## config.mk

```make
export PLATFORM = sky130hd
export DESIGN_NAME = freq_duty_meas
export DESIGN_NICKNAME = d
export VERILOG_FILES = /design/src/rtl/freq_duty_meas.sv
export SDC_FILE = /design/constraint.sdc
export NUM_CORES = 1
export LEC_CHECK = 0
export BUFFER_PORTS_ARGS = -buffer_cell sky130_fd_sc_hd__buf_2
export CORE_AREA = 2 2 179 181
export CTS_CLUSTER_SIZE = 20
export DETAILED_ROUTE_END_ITERATION = 8
export DIE_AREA = 0 0 181 183
export GPL_ROUTABILITY_DRIVEN = 0
export GPL_TIMING_DRIVEN = 0
export HOLD_SLACK_MARGIN = 0.12
export SLEW_MARGIN = 15
export SYNTH_ARGS = -nofsm -noshare
export SYNTH_HDL_FRONTEND = slang
export SYNTH_SLANG_ARGS = --single-unit
export TNS_END_PERCENT = 20
```

## constraint.sdc

```tcl
create_clock -name clk_100M -period 3.9 [get_ports clk_100M]
set_clock_uncertainty 0.1 [all_clocks]
set_input_delay 0.78 -clock clk_100M [delete_from_list [all_inputs] [get_ports clk_100M]]
set_output_delay 0.78 -clock clk_100M [all_outputs]
set_load 0.01 [all_outputs]
```

## src/rtl/freq_duty_meas.sv

```systemverilog
// Gated frequency / duty-cycle meter with signal-loss timeout; results and irq appear 1 cycle after the closing edge.
// No backpressure: irq and timeout are single-cycle pulses and cnt_* hold until the next gate closes or the signal is lost.
module freq_duty_meas #(
   parameter int unsigned CNT_WIDTH = 32,
   parameter int unsigned TIMEOUT   = 200_000_000
) (
   input  logic                 clk_100M,
   input  logic                 rst_n,
   input  logic                 meas_rst,
   input  logic                 sig,
   input  logic [CNT_WIDTH-1:0] gate_len,
   output logic [CNT_WIDTH-1:0] cnt_s,
   output logic [CNT_WIDTH-1:0] cnt_x,
   output logic [CNT_WIDTH-1:0] cnt_h,
   output logic                 irq,
   output logic                 timeout,
   output logic                 valid
);

   typedef enum logic {ARM = 1'b0, GATE = 1'b1} state_t;

   localparam logic [CNT_WIDTH-1:0] IDLE_LAST = CNT_WIDTH'(TIMEOUT - 1);
   localparam logic [CNT_WIDTH-1:0] ONE       = CNT_WIDTH'(1);

   state_t               state_q, state_d;
   logic                 sig_prev_q, sig_prev_d;
   logic [CNT_WIDTH-1:0] idle_q, idle_d;
   logic [CNT_WIDTH-1:0] run_s_q, run_s_d;
   logic [CNT_WIDTH-1:0] run_x_q, run_x_d;
   logic [CNT_WIDTH-1:0] run_h_q, run_h_d;
   logic [CNT_WIDTH-1:0] gl_q, gl_d;
   logic [CNT_WIDTH-1:0] cnt_s_q, cnt_s_d;
   logic [CNT_WIDTH-1:0] cnt_x_q, cnt_x_d;
   logic [CNT_WIDTH-1:0] cnt_h_q, cnt_h_d;
   logic                 irq_q, irq_d;
   logic                 timeout_q, timeout_d;
   logic                 valid_q, valid_d;

   logic                 sig_rise;
   logic                 idle_exp;
   logic                 gate_close;
   logic [CNT_WIDTH-1:0] gl_new;

   always_comb begin
      sig_rise   = sig & ~sig_prev_q;
      // an edge landing on the expiry cycle keeps the measurement alive
      idle_exp   = (idle_q == IDLE_LAST) & ~sig_rise;
      gate_close = (state_q == GATE) & sig_rise & (run_s_q >= gl_q);
      gl_new     = (gate_len == '0) ? ONE : gate_len;

      state_d    = state_q;
      sig_prev_d = sig;
      idle_d     = sig_rise ? '0 : idle_q + ONE;
      run_s_d    = run_s_q;
      run_x_d    = run_x_q;
      run_h_d    = run_h_q;
      gl_d       = gl_q;
      cnt_s_d    = cnt_s_q;
      cnt_x_d    = cnt_x_q;
      cnt_h_d    = cnt_h_q;
      valid_d    = valid_q;
      irq_d      = 1'b0;
      timeout_d  = 1'b0;

      if (meas_rst) begin
         state_d = ARM;
         run_s_d = '0;
         run_x_d = '0;
         run_h_d = '0;
         idle_d  = '0;
      end else if (sig_rise && ((state_q == ARM) || gate_close)) begin
         if (gate_close) begin
            cnt_s_d = run_s_q;
            cnt_x_d = run_x_q + ONE;
            cnt_h_d = run_h_q;
            irq_d   = 1'b1;
            valid_d = 1'b1;
         end
         // the closing edge is also the opening edge of the next gate
         state_d = GATE;
         run_s_d = ONE;
         run_x_d = '0;
         run_h_d = ONE;
         gl_d    = gl_new;
      end else if (idle_exp) begin
         state_d   = ARM;
         run_s_d   = '0;
         run_x_d   = '0;
         run_h_d   = '0;
         idle_d    = '0;
         cnt_s_d   = '0;
         cnt_x_d   = '0;
         cnt_h_d   = '0;
         valid_d   = 1'b0;
         timeout_d = 1'b1;
      end else if (state_q == GATE) begin
         run_s_d = run_s_q + ONE;
         run_x_d = run_x_q + {{(CNT_WIDTH-1){1'b0}}, sig_rise};
         run_h_d = run_h_q + {{(CNT_WIDTH-1){1'b0}}, sig};
      end
   end

   always_ff @(posedge clk_100M or negedge rst_n) begin
      if (!rst_n) begin
         state_q    <= ARM;
         sig_prev_q <= 1'b0;
         idle_q     <= '0;
         run_s_q    <= '0;
         run_x_q    <= '0;
         run_h_q    <= '0;
         gl_q       <= '0;
         cnt_s_q    <= '0;
         cnt_x_q    <= '0;
         cnt_h_q    <= '0;
         irq_q      <= 1'b0;
         timeout_q  <= 1'b0;
         valid_q    <= 1'b0;
      end else begin
         state_q    <= state_d;
         sig_prev_q <= sig_prev_d;
         idle_q     <= idle_d;
         run_s_q    <= run_s_d;
         run_x_q    <= run_x_d;
         run_h_q    <= run_h_d;
         gl_q       <= gl_d;
         cnt_s_q    <= cnt_s_d;
         cnt_x_q    <= cnt_x_d;
         cnt_h_q    <= cnt_h_d;
         irq_q      <= irq_d;
         timeout_q  <= timeout_d;
         valid_q    <= valid_d;
      end
   end

   assign cnt_s   = cnt_s_q;
   assign cnt_x   = cnt_x_q;
   assign cnt_h   = cnt_h_q;
   assign irq     = irq_q;
   assign timeout = timeout_q;
   assign valid   = valid_q;

endmodule

```

* Word level (Yosys, flattened, before mapping)
Cells that the tools add are included.
Operators by class: reductions and logical operators 8, bitwise gates (word level) 8, $add $sub $neg 5, magnitude comparators 1, equal/unequal tests 2, mux-type cells 35
Operators with widths (number):
- 2-to-1 mux 32 bit | 24
- adder 32 x 1 -> 32 bit, second input constant | 3
- adder 32 x 1 -> 32 bit | 2
- equality test 32 x 28 -> 1 bit, second input constant | 1
- greater-or-equal comparator 32 bit | 1
- logical NOT 32 bit | 1
- 2-to-1 mux 1 bit | 11
- bitwise AND 1 bit | 4
- NOT 1 bit | 4
- nonzero test 4 bit | 1
- AND reduction 3 bit | 1
- nonzero test 3 bit | 1
- inequality test 2 bit, second input constant | 1
- AND reduction 2 bit | 1
- nonzero test 2 bit | 1
- logical AND 1 bit | 1
- logical OR 1 bit | 1
Storage, ports and cells: output and inout bits 99, input port bits 36, bits in registers 261, word-level logic and storage cells 72

* Logic depth before layout (Yosys ltp)
Gate-level depths: netlist of run 1.
word-level depth 8, depth in mapped cells 12, depth with buffers taken out 11

* Least setup slack after synthesis of run 1
No wires, ideal clock.
kind input -> register, from in sig, to reg run_x_q[26], stages on the path 11, buffers on the path 0, data required time 3.682 ns, arrival time 2.712 ns, slack 0.970 ns, library setup time 0.118 ns, cell sequence nand2b_1 > inv_1 > ha_1 > ha_1 > nand2_1 > nor4_1 > nand3_1 > nor2_1 > nand2_1 > xor2_1 > nor2_1
On the way: longest elaborated chain between the ends 7, elaborated cells on any way between the ends 13, classes of those cells add/sub (1); mux (4); bitwise (5); reduce/logical (3)
Ends and longest elaborated chain:
- start, declared | line 10 | input logic sig,
- bitwise AND 1 bit (*) | line 45 | sig_rise = sig & ~sig_prev_q;
- branches (longest 6 deep; another with adder 32 x 1 -> 32 bit)
- end signal, assigned | line 123 | run_x_q <= run_x_d;
- end, declared | line 29 | logic [CNT_WIDTH-1:0] run_x_q, run_x_d;
Mark *: on every way between the ends. The select of a mux whose other input is x is not followed. A chain may end at the register's enable or synchronous reset.

* Worst setup path in the final report of run 1
from reg run_s_q[9], to reg cnt_s_q[26] (netlist: cnt_s[26])
On the way: longest elaborated chain between the ends 6, elaborated cells on any way between the ends 8, classes of those cells order compare (1); eq/ne (1); mux (1); bitwise (1); reduce/logical (4)
Ends and longest elaborated chain:
- start, declared | line 28 | logic [CNT_WIDTH-1:0] run_s_q, run_s_d;
- start signal, assigned | line 122 | run_s_q <= run_s_d;
- greater-or-equal comparator 32 bit (*) | line 48 | gate_close = (state_q == GATE) & sig_rise & (run_s_q >= gl_q);
- bitwise AND 1 bit (*) | line 48
- logical OR 1 bit | line 71 | end else if (sig_rise && ((state_q == ARM) || gate_close)) begin
- logical AND 1 bit | line 71
- inequality test 2 bit (no line) / nonzero test 2 bit (equally long branches)
- AND reduction 3 bit (no line)
- end signal, assigned | line 126 | cnt_s_q <= cnt_s_d;
- end, declared | line 32 | logic [CNT_WIDTH-1:0] cnt_s_q, cnt_s_d;
Mark *: on every way between the ends. The rest lies on a longest branch, timed or not.

==> reports/results.tsv, run 1 <==
stage	metric	value	unit
sta	worstMarginPinSlew	942	ps
clock_tree	clk_root_buffer_cell	sky130_fd_sc_hd__clkbuf_16	
worst_setup_path	worst-endpoint-arrival	3870	ps
detailed_routing	vias	9034	
floorplanning	area_of_the_core	31200	um^2
yosys	synth_ff_type	sky130_fd_sc_hd__dfrtp_1	
power_and_ir_drop	netSwitchingPower	1.40	mW
clock_tree	worst_setup_hold_path_clk_slew	60	ps
global_routing	grt_start_max_net_pins	88	
detailed_routing	drt-total-wl	29.4	mm
cells_and_area	fillerInstances	2946	
cells_and_area	layout.cells.most_common_list	sky130_fd_sc_hd__dfrtp_1 (261), sky130_fd_sc_hd__nor2_1 (166), sky130_fd_sc_hd__buf_2 (147), sky130_fd_sc_hd__xor2_1 (94), sky130_fd_sc_hd__a22o_1 (93)	
clock_tree	insertion_delay	550	ps
cells_and_area	fraction_of_final_layout_cells_with_drive_strength_greater_than_1	19.4	%
placement	post-place-ws	279	ps
detailed_routing	remaining_drcs	0	
sta	worst_setup_margin	406	ps
yosys	synth_cell_type_count	49	
worst_hold_path	timing.hold.worst.class	input port to flip-flop	
floorplanning	starting_density	39.7	%
worst_setup_path	endpoint_kind	flip-flop	
power_and_ir_drop	pwr-share-clk	48.9	%
clock_tree	total_number_of_clock_tree_sinks	261	
sta	fmax	0.286	GHz
global_routing	globalRouteOverflowTotal	0	
flow_run	max-cap-violations	0	
cells_and_area	nNetsFinal	1394	
detailed_routing	detail_routed_net_length_per_standard_cell	16.9	um
global_routing	track_usage	17.7	%
global_routing	via_count_of_the_first_global_routing_pass	9061	
sta	hold_slack	297	ps
sta	max-slew-margin-rel	36.7	%
power_and_ir_drop	power.density_cell_area	431	nW/um^2
detailed_routing	drt-initial-drc-count	530	
sta	setup-violations-final	0	
placement	detailedPlacementHpwl	21.1	mm
detailed_routing	detailedRoute.firstPassIterationCount	4	
placement	postPlaceCellArea	13700	um^2
yosys	synth.ff_latch_count	261	
yosys	synth.net_count	1224	
cells_and_area	area_growth_syn_to_layout	19.4	%
floorplanning	pin_count	135	
power_and_ir_drop	reg_power_share	44.7	%
power_and_ir_drop	combinationalPowerShare	6.4	%
clock_tree	cts-buffers-inserted	30	
sta	endpoints_failing_hold	0	
detailed_routing	via_cell_ratio	5.18	
worst_setup_path	critical_path_class	flip-flop to flip-flop	
yosys	synth_async_sr_flop_share	100	%
clock_tree	cts-htree-levels	1	
power_and_ir_drop	power.share.switching	22.0	%
sta	fin_crit_sh	89.6	%
worst_setup_path	required	4270	ps
worst_setup_path	critPathMaxFanout	10	
floorplanning	std_cell_rows	65	
clock_tree	cts_post_setup_buffers_inserted	0	
cells_and_area	final_common_cell	sky130_fd_sc_hd__dfrtp_1	
global_routing	antenna_violations_before_repair	5	
floorplanning	fp.dieArea	33100	um^2
yosys	top_cell_type_s_share_of_synthesized_area	52.7	%
yosys	synth_area	12400	um^2
cells_and_area	postLayoutCellArea	14800	um^2
yosys	netlist_instances	1149	
clock_tree	clock_tree_from_tritoncts	yes	
sta	final.min_clock_period	3490	ps
power_and_ir_drop	p_leak	7.09	nW
worst_setup_path	cp-start-kind	flip-flop	
power_and_ir_drop	p_int	4.98	mW
global_routing	wire_length_of_the_first_global_routing_pass	47.8	mm
power_and_ir_drop	worst_ir_drop_vdd	309	uV
placement	io_buffer_count	134	
yosys	number_of_enable_type_register_cells_in_the_synthesized_netlist	0	
detailed_routing	antenna_left	0	
cells_and_area	fin_util	47.4	%
sta	unrepaired_setup_endpoints_after_global_routing	no	
sta	final.setup.tns	0	ps
floorplanning	die_y	183	um
sta	count_of_final_max_slew_check_failures	0	
yosys	syn-mean-instance-area	10.8	um^2
floorplanning	die_w	181	um
clock_tree	clockBufferDepth	3	
yosys	synth.top_cells.by_area	sky130_fd_sc_hd__dfrtp_1 (53%), sky130_fd_sc_hd__xor2_1 (6.6%), sky130_fd_sc_hd__a22o_1 (6.6%)	
yosys	synth_largest_area_cell	sky130_fd_sc_hd__dfrtp_1	
yosys	synth.yosys.seq_area_share	52.7	%
status	run_status	finished clean	
yosys	ys_warn_count	0	
-- cells in the mapped netlist, types with 2 or more instances --
cell,number
sky130_fd_sc_hd__nand3_1,49
sky130_fd_sc_hd__nor2b_1,3
sky130_fd_sc_hd__nand4_1,47
sky130_fd_sc_hd__xnor2_1,56
sky130_fd_sc_hd__xor2_1,94
sky130_fd_sc_hd__buf_6,13
sky130_fd_sc_hd__clkbuf_1,21
sky130_fd_sc_hd__a21oi_1,14
sky130_fd_sc_hd__nor3_1,14
sky130_fd_sc_hd__buf_2,14
sky130_fd_sc_hd__or2_2,3
sky130_fd_sc_hd__nor2_1,166
sky130_fd_sc_hd__clkbuf_2,2
sky130_fd_sc_hd__buf_1,3
sky130_fd_sc_hd__or3_1,3
sky130_fd_sc_hd__mux2_2,32
sky130_fd_sc_hd__a31oi_1,2
sky130_fd_sc_hd__ha_1,39
sky130_fd_sc_hd__and3_1,24
sky130_fd_sc_hd__a22o_1,93
sky130_fd_sc_hd__nand2b_1,2
sky130_fd_sc_hd__and4_1,16
sky130_fd_sc_hd__nand2_1,78
sky130_fd_sc_hd__and2_1,4
sky130_fd_sc_hd__a21o_1,4
sky130_fd_sc_hd__o21ai_0,4
sky130_fd_sc_hd__a211oi_1,2
sky130_fd_sc_hd__nor2_2,2
sky130_fd_sc_hd__nor4_1,18
sky130_fd_sc_hd__dfrtp_1,261
sky130_fd_sc_hd__o2bb2ai_1,2
sky130_fd_sc_hd__and2_0,2
sky130_fd_sc_hd__o211ai_1,7
sky130_fd_sc_hd__inv_1,40
-- repair_timing --
| action | CTS | global route |
|---|---|---|
| endpoints found under the setup margin | 0 | 5 |
| hold buffers | 1 | 0 |
| hold endpoints to repair | 25 | 0 |
| gates resized for setup | 0 | 2 |
-- power by group through the flow --
stage | registers [mW] | logic [mW] | clock network [mW]
after floorplan | 2.89 | 0.241 | 0
after global placement | 2.90 | 0.388 | 0
after detailed placement | 2.90 | 0.415 | 0
after CTS | 2.85 | 0.418 | 3.19
after global routing | 2.86 | 0.468 | 3.30
final | 2.85 | 0.406 | 3.12
-- worst max-delay path: stages, from the launching register on --
cell and delay [ps]:
sky130_fd_sc_hd__dfrtp_1 470, sky130_fd_sc_hd__ha_1 340, sky130_fd_sc_hd__nand4_1 140, sky130_fd_sc_hd__nor2_1 80
sky130_fd_sc_hd__a311o_1 390, sky130_fd_sc_hd__or4_4 580, sky130_fd_sc_hd__a21oi_4 320, sky130_fd_sc_hd__a2111o_1 200
sky130_fd_sc_hd__buf_2 260, sky130_fd_sc_hd__buf_2 350, sky130_fd_sc_hd__a22o_1 180
-- kinds of logic (layout without fill, tap and decap cells) --
logic type      Yosys count  after routing  share of synthesized area (%)
flops                   261            261                           52.7
fa+ha+maj                39             39                           3.94
simple gates            434            434                           16.7
xor+xnor                150            150                           10.6
mux                      32             32                           2.91
compound gates          140            140                           9.30
buf+inv                  93            284                           3.77
other cells               0              1                              0
-- cell type report --
cell class / count / area, um^2 / area share [%]
Multi-Input combinational cell: 795 / 5400 / 36.5
Timing Repair Buffer: 138 / 773 / 5.23
Sequential cell: 261 / 6530 / 44.2
Inverter: 40 / 150 / 1.02
Antenna cell: 1 / 2.50 / 0.0169
Tap cell: 402 / 503 / 3.40
Clock buffer: 42 / 907 / 6.13
Buffer: 53 / 318 / 2.15
Clock inverter: 11 / 209 / 1.41
-- layer usage --
layer / track usage [%] / up-vias / part of all wire [%]
met5: 0 / - / 0.16
met4: 4.13 / 8 / 2.1
met3: 4.07 / 55 / 5.6
met2: 28.7 / 194 / 46
met1: 24.3 / 4405 / 46
li1: - / 4372 / -
-- state kept, by name (all words and copies together), names as in the netlist, 32 cells and up --
signal,cells
cnt_h,32
cnt_s,32
cnt_x,32
gl_q,32
idle_q,32
run_h_q,32
run_s_q,32
run_x_q,32
-- path summary, 6_finish.rpt --
check,from,to,slack (ps),cells past startpoint
min in group asynchronous,rst_n,gl_q[18],580,2
max in group asynchronous,rst_n,cnt_h[10],2090,4
max reg2reg,run_s_q[9],cnt_s[26],410,10
min,sig,sig_prev_q,300,1
max,run_s_q[9],cnt_s[26],410,10
min reg2reg,idle_q[0],idle_q[0],360,1
-- metrics by stage --
| stage | instances | total power [mW] |
|---|---|---|
| final | 1743 | 6.38 |
| after global routing | 1742 | 6.63 |
| after CTS | 1742 | 6.46 |
| after detailed placement | 1688 | 3.32 |
| after global placement | 1685 | 3.29 |
| after floorplan | 1149 | 3.13 |
(Power assumes the default switching activity.)
==> inputs of run 2 (changes only) <==
==> constraint.sdc (replaced) <==
create_clock -name clk_100M -period 3.9 [get_ports clk_100M]
set_clock_uncertainty 0.1 [all_clocks]
set_input_delay 0.39 -clock clk_100M [delete_from_list [all_inputs] [get_ports clk_100M]]
set_output_delay 0.39 -clock clk_100M [all_outputs]
set_load 0.01 [all_outputs]
==> run 2 against run 1 <==
  * Maximum frequency fell by 0.22%
  * Cell area rose by 2.3%
  * Critical path depth did not move
  * Register-to-register slack barely moved
  * Power rose by 0.37%
  * Largest cell class unchanged
  * Largest power group unchanged
==> reports/results.tsv, run 2 (synthesized netlist as in run 1, its figures left out) <==
stage	metric	value	unit	change
status	run_status	finished clean		unchanged
cells_and_area	layout.cells.most_common_list	sky130_fd_sc_hd__dfrtp_1 (261), sky130_fd_sc_hd__nor2_1 (166), sky130_fd_sc_hd__buf_2 (147), sky130_fd_sc_hd__xor2_1 (94), sky130_fd_sc_hd__a22o_1 (93)		unchanged
detailed_routing	vias	9165		was 9034
sta	hold_slack	189	ps	was 297 ps
power_and_ir_drop	pwr-share-clk	48.7	%	was 48.9%
power_and_ir_drop	power.share.switching	21.9	%	was 22.0%
worst_setup_path	timing.critical_path.slowest_stage_cell	sky130_fd_sc_hd__dfrtp_1		was sky130_fd_sc_hd__or4_4
worst_setup_path	endpoint_kind	flip-flop		unchanged
detailed_routing	drt-initial-drc-count	508		was 530
sta	max-slew-margin-rel	36.7	%	about the same
global_routing	via_count_of_the_first_global_routing_pass	9257		was 9061
placement	post-place-ws	279	ps	unchanged
power_and_ir_drop	p_leak	7.23	nW	was 7.09 nW
sta	count_of_final_max_slew_check_failures	0		unchanged
worst_setup_path	largest_incremental_delay_on_the_critical_path	460	ps	was 580 ps
worst_setup_path	required	4290	ps	was 4270 ps
power_and_ir_drop	netSwitchingPower	1.40	mW	about the same
sta	fmax	0.286	GHz	about the same
clock_tree	insertion_delay	550	ps	about the same
detailed_routing	drt-total-wl	29.7	mm	was 29.4 mm
detailed_routing	antenna_left	0		unchanged
placement	detailedPlacementHpwl	21.1	mm	unchanged
detailed_routing	remaining_drcs	0		unchanged
sta	worstMarginPinSlew	942	ps	about the same
power_and_ir_drop	post-layout-total-power	6.40	mW	was 6.38 mW
cells_and_area	area_growth_syn_to_layout	22.2	%	was 19.4%
floorplanning	pin_count	135		unchanged
clock_tree	worst_setup_hold_path_clk_slew	60	ps	about the same
worst_setup_path	critPathBufInv	2		unchanged
power_and_ir_drop	power.density_cell_area	423	nW/um^2	was 431 nW/um^2
worst_hold_path	timing.hold.worst.class	input port to asynchronous set/reset pin		was input port to flip-flop
worst_setup_path	critPathMaxFanout	10		unchanged
placement	io_buffer_count	134		unchanged
clock_tree	cts_post_setup_buffers_inserted	0		unchanged
worst_setup_path	worst-endpoint-arrival	3890	ps	was 3870 ps
clock_tree	total_number_of_clock_tree_sinks	261		unchanged
global_routing	wire_length_of_the_first_global_routing_pass	48.6	mm	was 47.8 mm
floorplanning	die_y	183	um	unchanged
sta	endpoints_failing_hold	0		unchanged
floorplanning	die_w	181	um	unchanged
global_routing	antenna_violations_before_repair	2		was 5
clock_tree	clockBufferDepth	3		unchanged
worst_setup_path	timing.critical_path.max_delay_family	simple AND/OR/NAND/NOR gates		was compound AO/OA/AOI/OAI gates
floorplanning	fp.dieArea	33100	um^2	unchanged
floorplanning	area_of_the_core	31200	um^2	unchanged
worst_setup_path	cp-start-kind	flip-flop		unchanged
power_and_ir_drop	worst_ir_drop_vdd	311	uV	was 309 uV
sta	final.min_clock_period	3500	ps	was 3490 ps
clock_tree	cts-htree-levels	1		unchanged
worst_setup_path	worst_r2r_startpoint	run_s_q[27]		was run_s_q[9]
worst_setup_path	critical_path_class	flip-flop to flip-flop		unchanged
floorplanning	std_cell_rows	65		unchanged
sta	fin_crit_sh	89.8	%	was 89.6%
power_and_ir_drop	p_int	5.00	mW	was 4.98 mW
global_routing	track_usage	18.0	%	was 17.7%
detailed_routing	via_cell_ratio	5.15		was 5.18
clock_tree	cts-buffers-inserted	30		unchanged
detailed_routing	detailedRoute.firstPassIterationCount	5		was 4
cells_and_area	final_common_cell	sky130_fd_sc_hd__dfrtp_1		unchanged
sta	worst_setup_margin	398	ps	was 406 ps
floorplanning	starting_density	39.7	%	unchanged
global_routing	globalRouteOverflowTotal	0		unchanged
sta	unrepaired_setup_endpoints_after_global_routing	no		unchanged
cells_and_area	fraction_of_final_layout_cells_with_drive_strength_greater_than_1	18.9	%	was 19.4%
sta	setup-violations-final	0		unchanged
detailed_routing	detail_routed_net_length_per_standard_cell	16.7	um	was 16.9 um
clock_tree	clk_root_buffer_cell	sky130_fd_sc_hd__clkbuf_16		unchanged
cells_and_area	nNetsFinal	1428		was 1394
flow_run	max-cap-violations	0		unchanged
clock_tree	clock_tree_from_tritoncts	yes		unchanged
worst_setup_path	path_cells	ha_1 > nand4_1 > nor4_1 > and4_1 > o21a_1 > a21oi_4 > nor2_2 > buf_2 > clkbuf_1 > a22o_1		was ha_1 > nand4_1 > nor2_1 > a311o_1 > or4_4 > a21oi_4 > a2111o_1 > buf_2 > buf_2 > a22o_1
power_and_ir_drop	reg_power_share	44.6	%	was 44.7%
cells_and_area	fillerInstances	2912		was 2946
global_routing	grt_start_max_net_pins	88		unchanged
worst_setup_path	worstSetupStartpoint	run_s_q[27]		was run_s_q[9]
power_and_ir_drop	combinationalPowerShare	6.8	%	was 6.4%
run 2: cell types whose count changed in the layout (fill, tap and decap cells not counted), sizes merged:
cell | previous run | this run
diode | 1 | 2
dlygate4sd3 | 1 | 35
run 2: per-stage QoR:
step,instance area (um^2),TNS [ps],utilization [%],instances
global placement,13600,-657520,43.4,1685
detailed placement,13700,0,43.7,1688
finish,15100,0,48.5,1778
CTS,15100,0,48.4,1776
global route,15100,0,48.5,1778
floorplan,12400,0,-,1149
run 2: worst paths after layout:
path                        endpoint  depth (start not counted)  slack (ps)
setup reg to reg           cnt_x[11]                         10         400
min in group clk_100M      idle_q[0]                          1         360
max in group asynchronous  cnt_h[10]                          4        2490
hold / removal              gl_q[18]                          2         190
setup / recovery           cnt_x[11]                         10         400
hold reg to reg            idle_q[0]                          1         360
run 2: layout make-up:
class	count	area, um^2	share of cell area (%)
plain buffers	53	318	2.10
clock buffers	42	907	5.99
repair buffers	172	1110	7.36
diodes	2	5.00	0.0331
clock inverters	11	209	1.38
inverters	40	150	0.992
multi-input cells	795	5400	35.7
flip-flops and latches	261	6530	43.2
well taps	402	503	3.32
run 2: routing by layer:
metal  part of all wire [%]  vias up  track usage [%]
met5                      0        -                0
met4                    2.2        0             4.49
met3                    5.1       51             3.67
met2                     46      193             29.4
met1                     46     4475             24.7
li1                       -     4446                -
run 2: timing repair:
item,4_1_cts,5_1_grt
gates resized for setup,0,2
hold buffers,35,0
setup endpoints to repair,0,5
endpoints found under the hold margin,232,0
run 2: power groups by stage:
stage | logic, mW | registers, mW | clock network, mW
after detailed placement | 0.415 | 2.90 | 0
after global routing | 0.497 | 2.86 | 3.30
after CTS | 0.445 | 2.85 | 3.19
after floorplan | 0.241 | 2.89 | 0
after global placement | 0.388 | 2.90 | 0
final | 0.433 | 2.85 | 3.12
